===== config.mk =====
export PLATFORM = sky130hd
export DESIGN_NAME = wb_trace_buffer
export DESIGN_NICKNAME = d
export VERILOG_FILES = /design/src/rtl/wb_trace_pkg.sv /design/src/rtl/wb_trace_buffer_ring.sv /design/src/rtl/wb_trace_buffer.sv
export SDC_FILE = /design/constraint.sdc
export NUM_CORES = 1
export LEC_CHECK = 0
export CAP_MARGIN = 10
export CORE_ASPECT_RATIO = 0.75
export CORE_MARGIN = 8
export CORE_UTILIZATION = 60
export CTS_CLUSTER_DIAMETER = 120
export DETAILED_ROUTE_END_ITERATION = 6
export GPL_TIMING_DRIVEN = 0
export PLACE_DENSITY = 0.88
export SETUP_SLACK_MARGIN = 0.1
export SYNTH_ARGS = -nofsm -noshare
export SYNTH_HDL_FRONTEND = slang
export SYNTH_SLANG_ARGS = --single-unit

===== constraint.sdc =====
create_clock -name clk -period 14.2 [get_ports clk]
set_input_delay 2.13 -clock clk [delete_from_list [all_inputs] [get_ports clk]]
set_output_delay 2.13 -clock clk [all_outputs]
set_load 0.1 [all_outputs]

===== src/rtl/wb_trace_pkg.sv =====
// Shared types and constants for the writeback trace buffer.
package wb_trace_pkg;

  typedef enum logic [1:0] {
    IDLE  = 2'd0,
    ARMED = 2'd1,
    POST  = 2'd2,
    DONE  = 2'd3
  } trace_state_t;

  localparam logic MODE_STOP = 1'b0;
  localparam logic MODE_WRAP = 1'b1;

  localparam int unsigned TRACE_XLEN = 32;
  localparam int unsigned TRACE_RD_W = 5;

  // Default entry layout; the top re-derives it from its own parameters.
  typedef struct packed {
    logic [TRACE_XLEN-1:0] pc;
    logic [TRACE_RD_W-1:0] rd;
    logic [TRACE_XLEN-1:0] data;
  } trace_entry_t;

endpackage


===== src/rtl/wb_trace_buffer_ring.sv =====
// Circular entry store with head/tail pointers and overwrite-on-full.
module trace_ring
  import wb_trace_pkg::*;
#(
  parameter int unsigned DEPTH   = 16,
  parameter type         entry_t = trace_entry_t
) (
  input  logic                         clk,
  input  logic                         rst,
  input  logic                         clear,
  input  logic                         push,
  input  logic                         pop,
  input  entry_t                       wdata,
  output entry_t                       rdata_c,
  output logic [$clog2(DEPTH+1)-1:0]   count,
  output logic                         overwrite_c
);

  localparam int unsigned PW = $clog2(DEPTH);
  localparam int unsigned CW = $clog2(DEPTH+1);

  entry_t         mem [DEPTH];
  logic [PW-1:0]  head;
  logic [PW-1:0]  tail;
  logic           full;

  assign full        = (count == CW'(DEPTH));
  assign overwrite_c = push && full;
  assign rdata_c     = mem[head];

  // Storage write; contents need no reset.
  always_ff @(posedge clk) begin
    if (push && !clear) begin
      mem[tail] <= wdata;
    end
  end

  // Pointer and occupancy tracking; a full push drops the oldest entry.
  always_ff @(posedge clk or posedge rst) begin
    if (rst) begin
      head  <= '0;
      tail  <= '0;
      count <= '0;
    end else if (clear) begin
      head  <= '0;
      tail  <= '0;
      count <= '0;
    end else if (push) begin
      tail <= tail + PW'(1);
      if (full) begin
        head <= head + PW'(1);
      end else begin
        count <= count + CW'(1);
      end
    end else if (pop) begin
      head  <= head + PW'(1);
      count <= count - CW'(1);
    end
  end

endmodule


===== src/rtl/wb_trace_buffer.sv =====
// Filtered writeback capture with PC trigger, STOP/WRAP modes and drain port.
module wb_trace_buffer
  import wb_trace_pkg::*;
#(
  parameter int unsigned XLEN  = 32,
  parameter int unsigned DEPTH = 16,
  parameter int unsigned REGS  = 32
) (
  input  logic                         clk,
  input  logic                         rst,
  input  logic                         wb_valid,
  input  logic [XLEN-1:0]              wb_pc,
  input  logic [$clog2(REGS)-1:0]      wb_rd,
  input  logic [XLEN-1:0]              wb_data,
  input  logic [REGS-1:0]              cfg_reg_mask,
  input  logic                         cfg_mode,
  input  logic [$clog2(DEPTH+1)-1:0]   cfg_post,
  input  logic                         trig_en,
  input  logic [XLEN-1:0]              trig_pc,
  input  logic                         arm,
  output logic                         rd_valid,
  input  logic                         rd_ready,
  output logic [XLEN-1:0]              rd_pc,
  output logic [$clog2(REGS)-1:0]      rd_rd,
  output logic [XLEN-1:0]              rd_data,
  output logic [$clog2(DEPTH+1)-1:0]   count,
  output logic                         triggered,
  output logic                         overflow,
  output logic                         done
);

  localparam int unsigned RW = $clog2(REGS);
  localparam int unsigned CW = $clog2(DEPTH+1);

  typedef struct packed {
    logic [XLEN-1:0] pc;
    logic [RW-1:0]   rd;
    logic [XLEN-1:0] data;
  } entry_t;

  trace_state_t    state;
  logic            mode_q;
  logic            trig_en_q;
  logic [XLEN-1:0] trig_pc_q;
  logic [REGS-1:0] mask_q;
  logic [CW-1:0]   post_cnt;

  logic   hit_c;
  logic   fire_c;
  logic   start_c;
  logic   push_c;
  logic   pop_c;
  logic   overwrite_c;
  entry_t wentry;
  entry_t head_c;

  assign hit_c   = wb_valid && mask_q[wb_rd];
  assign fire_c  = !trig_en_q || (wb_valid && (wb_pc == trig_pc_q));
  assign start_c = arm && ((state == IDLE) || (state == DONE));
  assign pop_c   = rd_valid && rd_ready;
  assign wentry  = '{pc: wb_pc, rd: wb_rd, data: wb_data};

  assign done     = (state == DONE);
  assign rd_valid = done && (count != '0);
  assign rd_pc    = rd_valid ? head_c.pc   : '0;
  assign rd_rd    = rd_valid ? head_c.rd   : '0;
  assign rd_data  = rd_valid ? head_c.data : '0;

  // Capture gating: WRAP records while armed, STOP only from the trigger on.
  always_comb begin
    push_c = 1'b0;
    case (state)
      ARMED:   push_c = hit_c && ((mode_q == MODE_WRAP) || fire_c);
      POST:    push_c = hit_c;
      default: push_c = 1'b0;
    endcase
  end

  // Run-control FSM with latched configuration and sticky status.
  always_ff @(posedge clk or posedge rst) begin
    if (rst) begin
      state     <= IDLE;
      mode_q    <= MODE_STOP;
      trig_en_q <= 1'b0;
      trig_pc_q <= '0;
      mask_q    <= '0;
      post_cnt  <= '0;
      triggered <= 1'b0;
      overflow  <= 1'b0;
    end else if (start_c) begin
      state     <= ARMED;
      mode_q    <= cfg_mode;
      trig_en_q <= trig_en;
      trig_pc_q <= trig_pc;
      mask_q    <= cfg_reg_mask;
      post_cnt  <= cfg_post;
      triggered <= 1'b0;
      overflow  <= 1'b0;
    end else begin
      if (overwrite_c) begin
        overflow <= 1'b1;
      end
      case (state)
        ARMED: begin
          if (fire_c) begin
            triggered <= 1'b1;
            state     <= ((mode_q == MODE_WRAP) && (post_cnt == '0)) ? DONE : POST;
          end
        end
        POST: begin
          if (hit_c) begin
            if (mode_q == MODE_STOP) begin
              if (count == CW'(DEPTH - 1)) begin
                state <= DONE;
              end
            end else begin
              post_cnt <= post_cnt - CW'(1);
              if (post_cnt == CW'(1)) begin
                state <= DONE;
              end
            end
          end
        end
        DONE: begin
          if (pop_c && (count == CW'(1))) begin
            state <= IDLE;
          end
        end
        default: state <= state;
      endcase
    end
  end

  trace_ring #(
    .DEPTH   (DEPTH),
    .entry_t (entry_t)
  ) u_ring (
    .clk         (clk),
    .rst         (rst),
    .clear       (start_c),
    .push        (push_c),
    .pop         (pop_c),
    .wdata       (wentry),
    .rdata_c     (head_c),
    .count       (count),
    .overwrite_c (overwrite_c)
  );

endmodule


== After elaboration in Yosys (flattened, before gate mapping) ==
Memory sizes are Yosys's and may differ from the RTL's.
Index checks and enable logic that the tools add are counted.
W data, S select, Z words.

* Reductions and logical operators: 32
* $lt $le $gt $ge: 1
* Add/subtract/negate cells: 5
* Equality and inequality tests: 15
* Multiplexer cells: 36

{| class="wikitable"
|+ Operators by type and width
! cell !! count
|-
| $mux W32 || 2
|-
| $mux W5 || 9
|-
| $eq A32 B32 Y1 || 1
|-
| $mux W4 || 6
|-
| $mux W2 || 7
|-
| $reduce_bool A2 Y1 || 7
|-
| $ne A3 B2 Y1 const B || 4
|-
| $eq A5 B1 Y1 const B || 2
|-
| $logic_and A1 B1 Y1 || 10
|-
| $sub A5 B1 Y5 const B || 2
|-
| $mux W1 || 9
|-
| $add A4 B1 Y4 const B || 2
|-
| $ne A4 B3 Y1 const B || 2
|-
| $lt A5 B6 Y1 const B || 1
|-
| $pmux W2 S3 || 1
|-
| $reduce_and A2 Y1 || 3
|-
| $reduce_and A6 Y1 || 1
|-
| $add A5 B1 Y5 const B || 1
|-
| $bmux W1 S5 || 1
|-
| $eq A5 B4 Y1 const B || 1
|-
| $eq A5 B5 Y1 const B || 1
|-
| $logic_not A5 Y1 || 1
|-
| $reduce_bool A5 Y1 || 1
|-
| $eq A2 B2 Y1 const B || 2
|-
| 9 further kinds || 12
|}

* Register bits after elaboration: 88
* Logic and storage cells: 101
* Memories kept: 1
* Bits of input ports: 145
* Bits in writable memories: 1,104
* Output and inout bits: 78

{| class="wikitable"
|+ Memory list
! name !! words !! width !! rd ports !! clocked after Yosys merged registers in !! write ports !! RTL line !! source
|-
| u_ring.mem || 16 || 69 || 1 || 0 || 1 || wb_trace_buffer_ring.sv:22 || <nowiki>entry_t mem [DEPTH];</nowiki>
|}

== Depth between registers and ports, before layout ==
* Depth in word-level cells: 9
* Mapped depth: 9
* Gate-level depth less buffers: 9

== By module ==
Synthesis repeated with hierarchy kept, for this count alone.

* Cells, all modules: 2,288
* Area, all modules: 46,328.2 um2

{| class="wikitable"
|+ Modules (own cells, without submodules)
! module !! area each (um2) !! times used !! cells an instance !! seq. area each (um2)
|-
| trace_ring || 42,099.1 || 1 || 1,788 || 33,477.1
|-
| wb_trace_buffer || 4,229.1 || 1 || 500 || 1,876.8
|}

== Least setup slack after synthesis ==
No wires, ideal clock.

* Path kind: input to register
* From: input port wb_rd[0]
* To: memory u_ring.mem[0][0] (netlist name), enable pin
* Data arrival time: 8.349 ns
* Setup slack: 5.271 ns
* Setup time: 0.581 ns
* Stages: 9
* Data required time: 13.619 ns
* Buffers on the path: 2
* Cell sequence: buf_4 mux4_2 mux2i_1 o221ai_2 nand4b_4 nor3_4 buf_4 nand2_1 nor3_1

* Word-level cells in the longest chain between the ends: 8

{| class="wikitable"
|+ Ends and longest elaborated chain
! element !! RTL line !! source
|-
| start: declaration || wb_trace_buffer.sv:13 || <nowiki>input logic [$clog2(REGS)-1:0] wb_rd,</nowiki>
|-
| $bmux W1 S5 (*) || wb_trace_buffer.sv:57 || <nowiki>assign hit_c = wb_valid && mask_q[wb_rd];</nowiki>
|-
| $mux W1 (implied by the code) (*) || wb_trace_buffer.sv:57 ||
|-
| $logic_and A1 B1 Y1 (*) || wb_trace_buffer.sv:57 ||
|-
| $logic_and A1 B1 Y1 || wb_trace_buffer.sv:73 || <nowiki>ARMED: push_c = hit_c && ((mode_q == MODE_WRAP) || fire_c);</nowiki>
|-
| $pmux W1 S2 (*) || wb_trace_buffer.sv:72 || <nowiki>case (state)</nowiki>
|-
| $logic_and A1 B1 Y1 (*) || wb_trace_buffer_ring.sv:33 || <nowiki>if (push && !clear) begin</nowiki>
|-
| $mux W1 (*) || wb_trace_buffer_ring.sv:33 ||
|-
| $mux W1 (implied by the code) (*) || wb_trace_buffer_ring.sv:34 || <nowiki>mem[tail] <= wdata;</nowiki>
|-
| end: declaration || wb_trace_buffer_ring.sv:22 ||
|}

Every way passes the cells marked *; elsewhere a longest branch is shown, timed or not. The select of a mux whose other input is x is not followed.

== Worst setup path in the final report ==
* From: register u_ring.head[1]
* To: output port rd_pc[16]

* Word-level cells in the longest chain between the ends: 2

{| class="wikitable"
|+ Ends and longest elaborated chain
! element !! RTL line !! source
|-
| start: declaration || wb_trace_buffer_ring.sv:23 || <nowiki>logic [PW-1:0] head;</nowiki>
|-
| start signal: assignment || wb_trace_buffer_ring.sv:51 || <nowiki>head <= head + PW'(1);</nowiki>
|-
| start signal: assignment || wb_trace_buffer_ring.sv:56 || <nowiki>head <= head + PW'(1);</nowiki>
|-
| $mem_v2 Z16 W69 || -- ||
|-
| $mux W32 || wb_trace_buffer.sv:65 || <nowiki>assign rd_pc = rd_valid ? head_c.pc : '0;</nowiki>
|-
| end: declaration || wb_trace_buffer.sv:23 || <nowiki>output logic [XLEN-1:0] rd_pc,</nowiki>
|}

Every way passes these cells.

==> run summary <==
## Status
- result of the run: finished, final reports clean

## Clock network
- clock latency reported for the late side of the worst-skew pair: 700 ps
- worst-case clock buffer depth: 3
- clock root cell: sky130_fd_sc_hd__clkbuf_16
- clock tree from TritonCTS: built
- register clock-pin slew on the reported worst setup and hold paths: 60 ps
- number of resized instances in the post-cts repair step: 0
- clock tree sinks: 1192
- CTS buffer count: 108
- number of setup buffers added after CTS: 0
- number of H-tree levels: 3
- hold buffers post-CTS: 0

## Logic synthesis
- portion of the post-synthesis area used by sequential elements: 76.1%
- total standard cell area after synthesis: 46500 um^2
- share of Yosys cell area claimed by the top area cell type: 71.3%
- Seq cells post-synth: 1192
- synthesized netlist cell count: 2144
- number of nets produced by synthesis: 2305
- synth top area cells: sky130_fd_sc_hd__edfxtp_1 71%, sky130_fd_sc_hd__mux4_2 17%, sky130_fd_sc_hd__dfrtp_1 4.7%, sky130_fd_sc_hd__nand2_1 1.8%, sky130_fd_sc_hd__and2_1 0.97%
- leading register cell type out of synthesis: sky130_fd_sc_hd__edfxtp_1
- Avg Synthesized Cell Area: 21.7 um^2
- Post-synth ARST share: 7.38%
- post-synth top area cell: sky130_fd_sc_hd__edfxtp_1
- warnings from Yosys: 0
- number of unique standard cell types used by synthesis: 53
- number of enable-type register cells in the synthesized netlist: 1104

## Worst setup path
- R2R cell count: 14
- most prevalent standard cell on the critical path: sky130_fd_sc_hd__clkbuf_1
- crit-path max FO: 10
- endpoint required time on the critical path: 12070 ps
- crit-path cells: clkbuf_1, clkbuf_1, clkbuf_1, mux4_2, mux4_2, and2_1, clkdlybuf4s50_1
- reg-to-reg startpoint: trig_pc_q[2]$_DFFE_PP0P_
- kind of launch point of the worst setup path: register
- Worst path slowest cell: sky130_fd_sc_hd__clkdlybuf4s50_1
- Crit. End Element: primary output
- endpoint of the most critical setup path: rd_pc[16]
- critical register-to-register path endpoint: u_ring.mem[0][11]$_DFFE_PP_
- setup slack on the worst flop-to-flop path: 8560 ps
- signal arrival time at the worst endpoint: 5690 ps
- crit path launch: u_ring.head[1]$_DFFE_PP0P_
- delay contributed by the slowest stage of the critical path: 970 ps
- kind of critical path: register to primary output

## STA
- Worst-Margin Slew: 1300 ps
- setup violators final: 0
- shortest period the worst path allows: 7820 ps
- post-route clock skew: 25.6 ps
- Max Transition Viols Final: 0
- number of endpoints with negative hold slack in the final report: 0
- crit share post-route: 55.1%
- RSZ-0062 raised after global routing: false
- least setup slack across all paths after layout: 6380 ps
- relative slew slack: 13.4%
- Highest Clock Rate: 0.128 GHz

## Hold path
- worst hold-check path type: register to register
- startpoint of the lowest-slack hold path: mask_q[12]$_DFFE_PP0P_
- hold path depth: 2

## Routing
- total number of vias: 26.7k
- Starting DRT DRC Count: 4449
- routed length per placed instance: 39.0 um
- post-detailed-route count of antenna-violating nets: 0
- First-pass DRT Iterations: 6
- Post-route DRC: 0
- average via count per standard cell: 7.25
- Detailed Route WL: 144000 um

## Global routing
- first-pass GRT wire length: 203000 um
- all-layer global routing usage: 33.1%
- antenna violations before repair: 12
- via count of the first global-routing pass: 27.6k
- Overflow after GRT: 0
- maximum number of pins on one net before global-route repair: 68

## Placed design
- final weighted congestion in routability-driven placement: 0.833
- worst slack after detailed placement: 6360 ps
- half-perimeter wire length after placement: 83500 um
- quantity of I/O buffers inserted on ports: 222
- Cell Area, Placed: 51400 um^2

## Power and ir drop
- leakage: 0.0178 uW
- Overall Power: 10400 uW
- Max rail drop VDD: 0.177 mV
- cell area power density: 189 nW/um^2

## Floorplanning
- row count: 88
- Die H: 257 um
- initial core utilization: 60.6%
- placeable core region: 76700 um^2
- area enclosed by the die boundary: 86700 um^2
- horizontal die dimension: 337 um
- IO Pins: 223

## Job
- reported max-cap violation count: 0

## Finish
- relative area change from synthesis to final layout: 18.1%
- proportion of layout cells with a drive suffix above 1: 24.4%
- most common cell after layout, fill and taps aside: sky130_fd_sc_hd__edfxtp_1
- highest-count cells in the layout ignoring fill and taps: 1104 x sky130_fd_sc_hd__edfxtp_1, 352 x sky130_fd_sc_hd__mux4_2, 222 x sky130_fd_sc_hd__nand2_1, 222 x sky130_fd_sc_hd__clkdlybuf4s50_1, 110 x sky130_fd_sc_hd__clkbuf_16
- number of nets in the finished design: 2714
- core utilization of the finished layout: 71.5%
- summed area of non-filler cells in the final layout: 54900 um^2

==> synth_stat cells (2+ instances only) <==
cell type	n
sky130_fd_sc_hd__edfxtp_1	1104
sky130_fd_sc_hd__mux4_2	352
sky130_fd_sc_hd__nand2_1	222
sky130_fd_sc_hd__dfrtp_1	88
sky130_fd_sc_hd__and2_1	72
sky130_fd_sc_hd__clkbuf_1	71
sky130_fd_sc_hd__xor2_1	34
sky130_fd_sc_hd__nor2_1	25
sky130_fd_sc_hd__buf_2	22
sky130_fd_sc_hd__ha_1	16
sky130_fd_sc_hd__inv_1	14
sky130_fd_sc_hd__buf_1	12
sky130_fd_sc_hd__mux2i_1	11
sky130_fd_sc_hd__nor3_1	10
sky130_fd_sc_hd__nand3_1	9
sky130_fd_sc_hd__nor4_1	8
sky130_fd_sc_hd__o21ai_0	8
sky130_fd_sc_hd__nand2b_1	6
sky130_fd_sc_hd__a21oi_1	5
sky130_fd_sc_hd__and3_1	5
sky130_fd_sc_hd__o211ai_1	4
sky130_fd_sc_hd__mux2_2	3
sky130_fd_sc_hd__o21a_1	3
sky130_fd_sc_hd__xnor2_1	3
sky130_fd_sc_hd__a21o_1	2
sky130_fd_sc_hd__a22o_1	2
sky130_fd_sc_hd__a22oi_1	2
sky130_fd_sc_hd__buf_4	2
sky130_fd_sc_hd__nand4_1	2
sky130_fd_sc_hd__o21bai_1	2
sky130_fd_sc_hd__o2bb2ai_1	2
sky130_fd_sc_hd__o31ai_1	2
==> stage by stage <==
stage                     std cells  setup TNS, ps  hold WS (ps)
after global routing           3686              0           492
after detailed placement       3477              0           460
after global placement         3401        -519860           456
after floorplan                2144              0           440
after CTS                      3681              0           475
final                          3689              0           474
==> critical path: cells and delay by family, from the launching register on <==
kind	cells	cell delay (ps)
flops	1	400
buf+inv	4	3380
simple gates	1	210
mux	2	980
==> worst min path at each step <==
stage | to
after floorplan | mask_q[27]$_DFFE_PP0P_
after global placement | mask_q[19]$_DFFE_PP0P_
after detailed placement | mask_q[27]$_DFFE_PP0P_
after CTS | mask_q[27]$_DFFE_PP0P_
after global routing | mask_q[8]$_DFFE_PP0P_
final | mask_q[12]$_DFFE_PP0P_
==> metal layers <==
metal,up-vias,track usage [%],part of all wire (%)
met5,-,0,0.048
met4,10,19.0,6.9
met3,676,8.74,13
met2,2980,53.0,48
met1,13452,41.2,32
li1,9617,-,-
==> registers in the layout (all words and copies together) (netlist names) <==
name	count
overflow	1
post_cnt	5
state	2
trig_pc_q	32
triggered	1
u_ring.mem	1104
u_ring.count	5
mask_q	32
trig_en_q	1
u_ring.head	4
mode_q	1
u_ring.tail	4
==> area by class of cell <==
type                            instances  area [um^2]
Antenna cell                            7         17.5
Buffer                                109          454
Clock buffer                          140         2890
Clock inverter                         64          593
Fill cell                            3964        21800
Inverter                               14         55.1
Multi-Input combinational cell        829        10700
Sequential cell                      1192        35400
Tap cell                             1035         1290
Timing Repair Buffer                  299         3530
==> report_power, final <==
group          internal (uW)  leakage [uW]  total [uW]  switching (uW)
Clock                   1610       0.00170        2960            1350
Sequential              3990        0.0110        4110             123
Combinational           1230       0.00507        3290            2060
==> cells by family after synthesis <==
logic type / Yosys count / synth area share [%]
buffers and inverters: 123 / 1.09
and+or+nand+nor: 369 / 3.68
DFF: 1192 / 76.1
adders and majority gates: 16 / 0.431
muxes: 367 / 17.4
AOI/OAI and AO/OA: 40 / 0.630
xor gates and xnor gates: 37 / 0.697
(Power assumes the default switching activity.)
